--- config.mk ---
export PLATFORM = sky130hd
export DESIGN_NAME = sos_req_scheduler
export DESIGN_NICKNAME = d
export VERILOG_FILES = /design/src/rtl/sos_req_scheduler.sv
export SDC_FILE = /design/constraint.sdc
export NUM_CORES = 1
export LEC_CHECK = 0
export ABC_CLOCK_PERIOD_IN_PS = 1900
export CAP_MARGIN = 20
export CORE_MARGIN = 5
export CORE_UTILIZATION = 52
export DETAILED_ROUTE_END_ITERATION = 7
export PLACE_DENSITY = 0.81
export SYNTH_ARGS = -nofsm -noshare
export SYNTH_HDL_FRONTEND = slang
export SYNTH_SLANG_ARGS = --single-unit
export TNS_END_PERCENT = 20
--- constraint.sdc ---
create_clock -name CLK -period 1.9 [get_ports CLK]
set_input_delay 0.38 -clock CLK [delete_from_list [all_inputs] [get_ports CLK]]
set_output_delay 0.38 -clock CLK [all_outputs]
set_load 0.02 [all_outputs]
--- src/rtl/sos_req_scheduler.sv ---
// sos_req_scheduler
// Round-robin arbiter that shares one SOS LED pattern generator between
// four requesters. Rising edges on Req are latched into Pend; one pending
// requester at a time is granted, the generator gets a one-cycle start
// pulse, and the grant is held for the fixed pattern window. After an
// optional quiet gap the next pending requester is served.
//
// Parameters:
//   T500MS    - prescaler terminal count (one tick every T500MS+1 cycles)
//   SEQ_TICKS - busy window length in ticks (>= 40 for the 19.5 s pattern)
//   GAP_TICKS - quiet gap after each pattern in ticks (0 = no gap)
//
// Ports:
//   CLK    - clock
//   RST_n  - asynchronous active-low reset
//   Req    - request lines, a rising edge requests one pattern
//   Clr    - synchronous clear of all pending requests (not the active grant)
//   SOS_En - one-cycle start pulse to the pattern generator
//   Grant  - one-hot owner of the generator, held through the busy window
//   Ack    - one-cycle completion pulse to the requester just served
//   Pend   - latched requests not yet served
//   Busy   - high during the busy window and the following gap
`timescale 1ns/1ps
module sos_req_scheduler #(
  parameter logic [24:0] T500MS    = 25'd24_999_999,
  parameter logic [5:0]  SEQ_TICKS = 6'd40,
  parameter logic [5:0]  GAP_TICKS = 6'd2
) (
  input  logic       CLK,
  input  logic       RST_n,
  input  logic [3:0] Req,
  input  logic       Clr,
  output logic       SOS_En,
  output logic [3:0] Grant,
  output logic [3:0] Ack,
  output logic [3:0] Pend,
  output logic       Busy
);

  typedef enum logic [1:0] {
    S_IDLE = 2'd0,
    S_BUSY = 2'd1,
    S_GAP  = 2'd2
  } state_t;

  state_t      state;
  logic [24:0] presc;
  logic [5:0]  ticks;
  logic [3:0]  req_q;
  logic [1:0]  last;

  logic [3:0]  rise;
  logic        tick;
  logic        found;
  logic [1:0]  sel;
  logic [1:0]  idx;
  logic [3:0]  sel_oh;
  logic [3:0]  pend_next;

  assign rise = Req & ~req_q;
  assign tick = (presc == T500MS);

  // Round-robin pick: first pending bit searching upward from last+1,
  // wrapping; the 2-bit add provides the mod-4 wrap.
  always_comb begin
    found = 1'b0;
    sel   = last;
    idx   = last;
    for (int unsigned i = 1; i <= 4; i++) begin
      idx = last + i[1:0];
      if (!found && Pend[idx]) begin
        found = 1'b1;
        sel   = idx;
      end
    end
    sel_oh = 4'b0001 << sel;
  end

  // Pending set: grant clear and Clr first, then a new rise re-sets the bit,
  // so a rise always wins (this is what re-queues the granted requester).
  always_comb begin
    pend_next = Pend;
    if (state == S_IDLE && found) pend_next[sel] = 1'b0;
    if (Clr) pend_next = '0;
    pend_next = pend_next | rise;
  end

  always_ff @(posedge CLK or negedge RST_n) begin
    if (!RST_n) begin
      state  <= S_IDLE;
      presc  <= '0;
      ticks  <= '0;
      req_q  <= '0;
      last   <= 2'd3;
      SOS_En <= 1'b0;
      Grant  <= '0;
      Ack    <= '0;
      Pend   <= '0;
      Busy   <= 1'b0;
    end else begin
      req_q  <= Req;
      Pend   <= pend_next;
      SOS_En <= 1'b0;
      Ack    <= '0;
      case (state)
        S_IDLE: begin
          presc <= '0;
          ticks <= '0;
          if (found) begin
            Grant  <= sel_oh;
            SOS_En <= 1'b1;
            last   <= sel;
            Busy   <= 1'b1;
            state  <= S_BUSY;
          end
        end
        S_BUSY: begin
          if (tick) begin
            presc <= '0;
            if (ticks == SEQ_TICKS - 6'd1) begin
              Ack   <= Grant;
              Grant <= '0;
              ticks <= '0;
              if (GAP_TICKS == 6'd0) begin
                Busy  <= 1'b0;
                state <= S_IDLE;
              end else begin
                state <= S_GAP;
              end
            end else begin
              ticks <= ticks + 6'd1;
            end
          end else begin
            presc <= presc + 25'd1;
          end
        end
        S_GAP: begin
          if (tick) begin
            presc <= '0;
            if (ticks == GAP_TICKS - 6'd1) begin
              ticks <= '0;
              Busy  <= 1'b0;
              state <= S_IDLE;
            end else begin
              ticks <= ticks + 6'd1;
            end
          end else begin
            presc <= presc + 25'd1;
          end
        end
        default: begin
          presc <= '0;
          ticks <= '0;
          Busy  <= 1'b0;
          state <= S_IDLE;
        end
      endcase
    end
  end

endmodule
==> reports/metrics.csv <==
metric;value;unit
fin crit period;1.85;ns
Placeable Area;4820;sq um
Fin Clk Skew;0.00666;ns
Setup CP Type;flop to flop;
Static Leakage;1.37;nW
Synth Cell Area;2630;sq um
Avg WL per Cell;14.1;microns
R2R cell count;5;
grt total ovfl;0;
sequential share of power;39.8;%
CTS Buf Count;5;
setup_tns;0;ns
initial antenna violation count;0;
measured slew at the worst slew-check pin;0.610;ns
most common cell after layout, fill and taps aside;dfrtp_1;
Avg Cell Area, Syn;10.1;sq um
unrepaired setup endpoints after global routing;yes;
row cnt;25;
Synth Register Bits;53;
global-route wire length before repair;8970;microns
power share of the combinational group;41.6;%
Pre-antenna DRT Iters;4;
reg2reg start;last[1];
Root Buffer;clkbuf_8;
CP Capture Type;flop;
Power Density;1170;nW/um^2
Worst setup startpoint;last[1];
Max Freq;541;MHz
Worst EP arrival;2.05;ns
Net Switching;0.00136;W
internal power;0.00234;W
sequential share of the synthesized area;50.6;%
die width;81.1;microns
vias per inst;5.48;
Reg2Reg Setup Slack;0.05;ns
PortBufs;20;
Post-synth EDFFs;0;
Bufs on Longest Clock Path;2;
Async SR Flop Fraction;100;%
total global-route track usage;17.5;%
Post-Route Utilization;65.4;%
clock power share;18.5;%
syn nets;273;
CP required;2.10;ns
hpwl dp;3610;microns
TritonCTS clock tree;built;
Antenna Cells;0;
vias in the first global route;1926;
Final Net Count;311;
synth warn;0;
Setup Viol. Count Final;0;
DRT iter0 DRCs;150;
Sink Count;53;
IO Count;21;
Hold Crit Class;input pin to asynchronous set/reset pin;
crit start category;flop;
Initial Util;54.5;%
Slew HR;59.1;%
Placer Congestion;0.766;
Filler cells;392;
Area Overhead vs Synth;19.9;%
Max Cap Violations;0;
largest net degree at the start of global routing;25;
commonest cells after routing, fill and taps aside;dfrtp_1, nor2_1, inv_1, clkdlybuf4s50_1, xnor2_1;
main flop type after synthesis;dfrtp_1;
VDD IR max;0.000704;V
fin. max-slew vios;0;
Post-route DRC;0;
final count of hold timing violations;0;
Die Y;81.1;microns
die area;6570;sq um
RR Endpoint;Pend[2];
Syn Inst Count;260;
Clock transition at path regs;0.09;ns
Distinct cells, synth;47;
Crit Path Max Fanout;7;
share of cells above drive strength 1;14.0;%
drt total wl;5160;microns
vias;2006;
antenna-violating nets left;0;
htree depth;2;
outcome;completed;
Period Utilization, post-route;97.4;%
Clk Latency, worst-skew pair;0.30;ns
sw frac;36.9;%
-- worst max-delay path by stage --
stage / end / slack (ns) / depth (start not counted)
finish: Pend[2] / 0.05 / 5
global route: Busy / -0.06 / 5
CTS: Busy / 0.01 / 5
detailed placement: Busy / 0.01 / 5
global placement: Grant[0] / 0.09 / 6
floorplan: Pend[2] / -0.0007 / 6
-- cell usage after synthesis (2+ instances only) --
cell type	number	area, sq um
nor4_2	3	37.5
and4_1	2	17.5
nor4_1	4	25.0
and2_1	5	31.3
a32o_1	4	40.0
buf_4	2	15.0
nor3_1	5	25.0
nand4_1	6	37.5
dfstp_2	2	52.6
o2bb2ai_1	3	26.3
buf_2	2	10.0
o21ai_0	7	35.0
nand2_1	15	56.3
nor4b_2	2	30.0
xnor2_1	15	131
o22ai_1	2	12.5
nand2b_1	4	25.0
mux2i_1	2	20.0
dfrtp_1	51	1280
and3_1	7	43.8
nor2_1	39	146
nand3_1	13	65.1
a21o_1	2	15.0
nor3b_1	2	15.0
inv_1	18	67.6
xor2_1	8	70.1
a31oi_1	5	31.3
ha_1	6	75.1
a21oi_1	6	30.0
-- timing repair --
| item | CTS | global route |
|---|---|---|
| buffers inserted | 0 | 1 |
| hold buffers | 0 | 0 |
| endpoints found under the setup margin | 0 | 39 |
| gates resized for setup | 0 | 9 |
| endpoints found under the hold margin | 0 | 0 |
-- area by class of cell --
type                            instances  area, sq um  share of cell area [%]
Tap cell                               67         83.8                    2.66
Sequential cell                        53         1330                    42.2
Timing Repair Buffer                   36          348                    11.0
Inverter                               18         67.6                    2.15
Clock buffer                            7         96.3                    3.06
Multi-Input combinational cell        184         1220                    38.7
Clock inverter                          1         5.00                   0.159
-- stage by stage --
step	power [W]	setup slack, ns	instance area, sq um	hold slack, ns	instances
6_report	0.00370	0.0502	3150	0.0292	366
2_1_floorplan	0.00242	-0.000671	2630	0.0844	260
4_1_cts	0.00358	0.00961	3090	0.0449	364
3_5_place_dp	0.00290	0.0148	2990	0.382	356
5_1_grt	0.00396	-0.0599	3150	0.0709	366
3_3_place_gp	0.00286	0.0891	2990	0.381	356
-- power by group through the flow --
stage | Clock (W) | Sequential, W | Combinational (W)
5_1_grt | 0.000754 | 0.00150 | 0.00171
2_1_floorplan | 0 | 0.00152 | 0.000901
4_1_cts | 0.000699 | 0.00147 | 0.00141
3_5_place_dp | 0 | 0.00149 | 0.00141
3_3_place_gp | 0 | 0.00148 | 0.00138
6_report | 0.000685 | 0.00147 | 0.00154
-- state kept, by name, indices dropped and copies added (netlist names) --
register	cells
Ack	4
Busy	1
Grant	4
Pend	4
SOS_En	1
last	2
presc	25
req_q	4
state	2
ticks	6
-- worst max-delay path, stage by stage (launching register included) --
cell      delay, ns
dfstp_2        0.62
mux2i_1        0.20
nor2_1         0.09
a311oi_4       0.21
or3b_1         0.38
a32o_1         0.25
-- routing by layer --
layer,up-vias,global-route usage [%],routed length [microns]
met3,6,3.10,185
li1,987,-,-
met4,0,6.08,68
met1,968,24.1,2410
met5,-,0,0
met2,45,27.8,2490
-- logic make-up after synthesis --
family | after synthesis | synth area share (%)
AO/OA/AOI/OAI | 38 | 10.7
XOR/XNOR | 23 | 7.67
adder cells (fa/ha/maj) | 6 | 2.86
buffers and inverters | 23 | 3.95
flip-flops | 53 | 50.6
multiplexers | 3 | 1.19
AND/OR/NAND/NOR | 114 | 23.1
No activity file was read; power rests on OpenSTA's default activity.
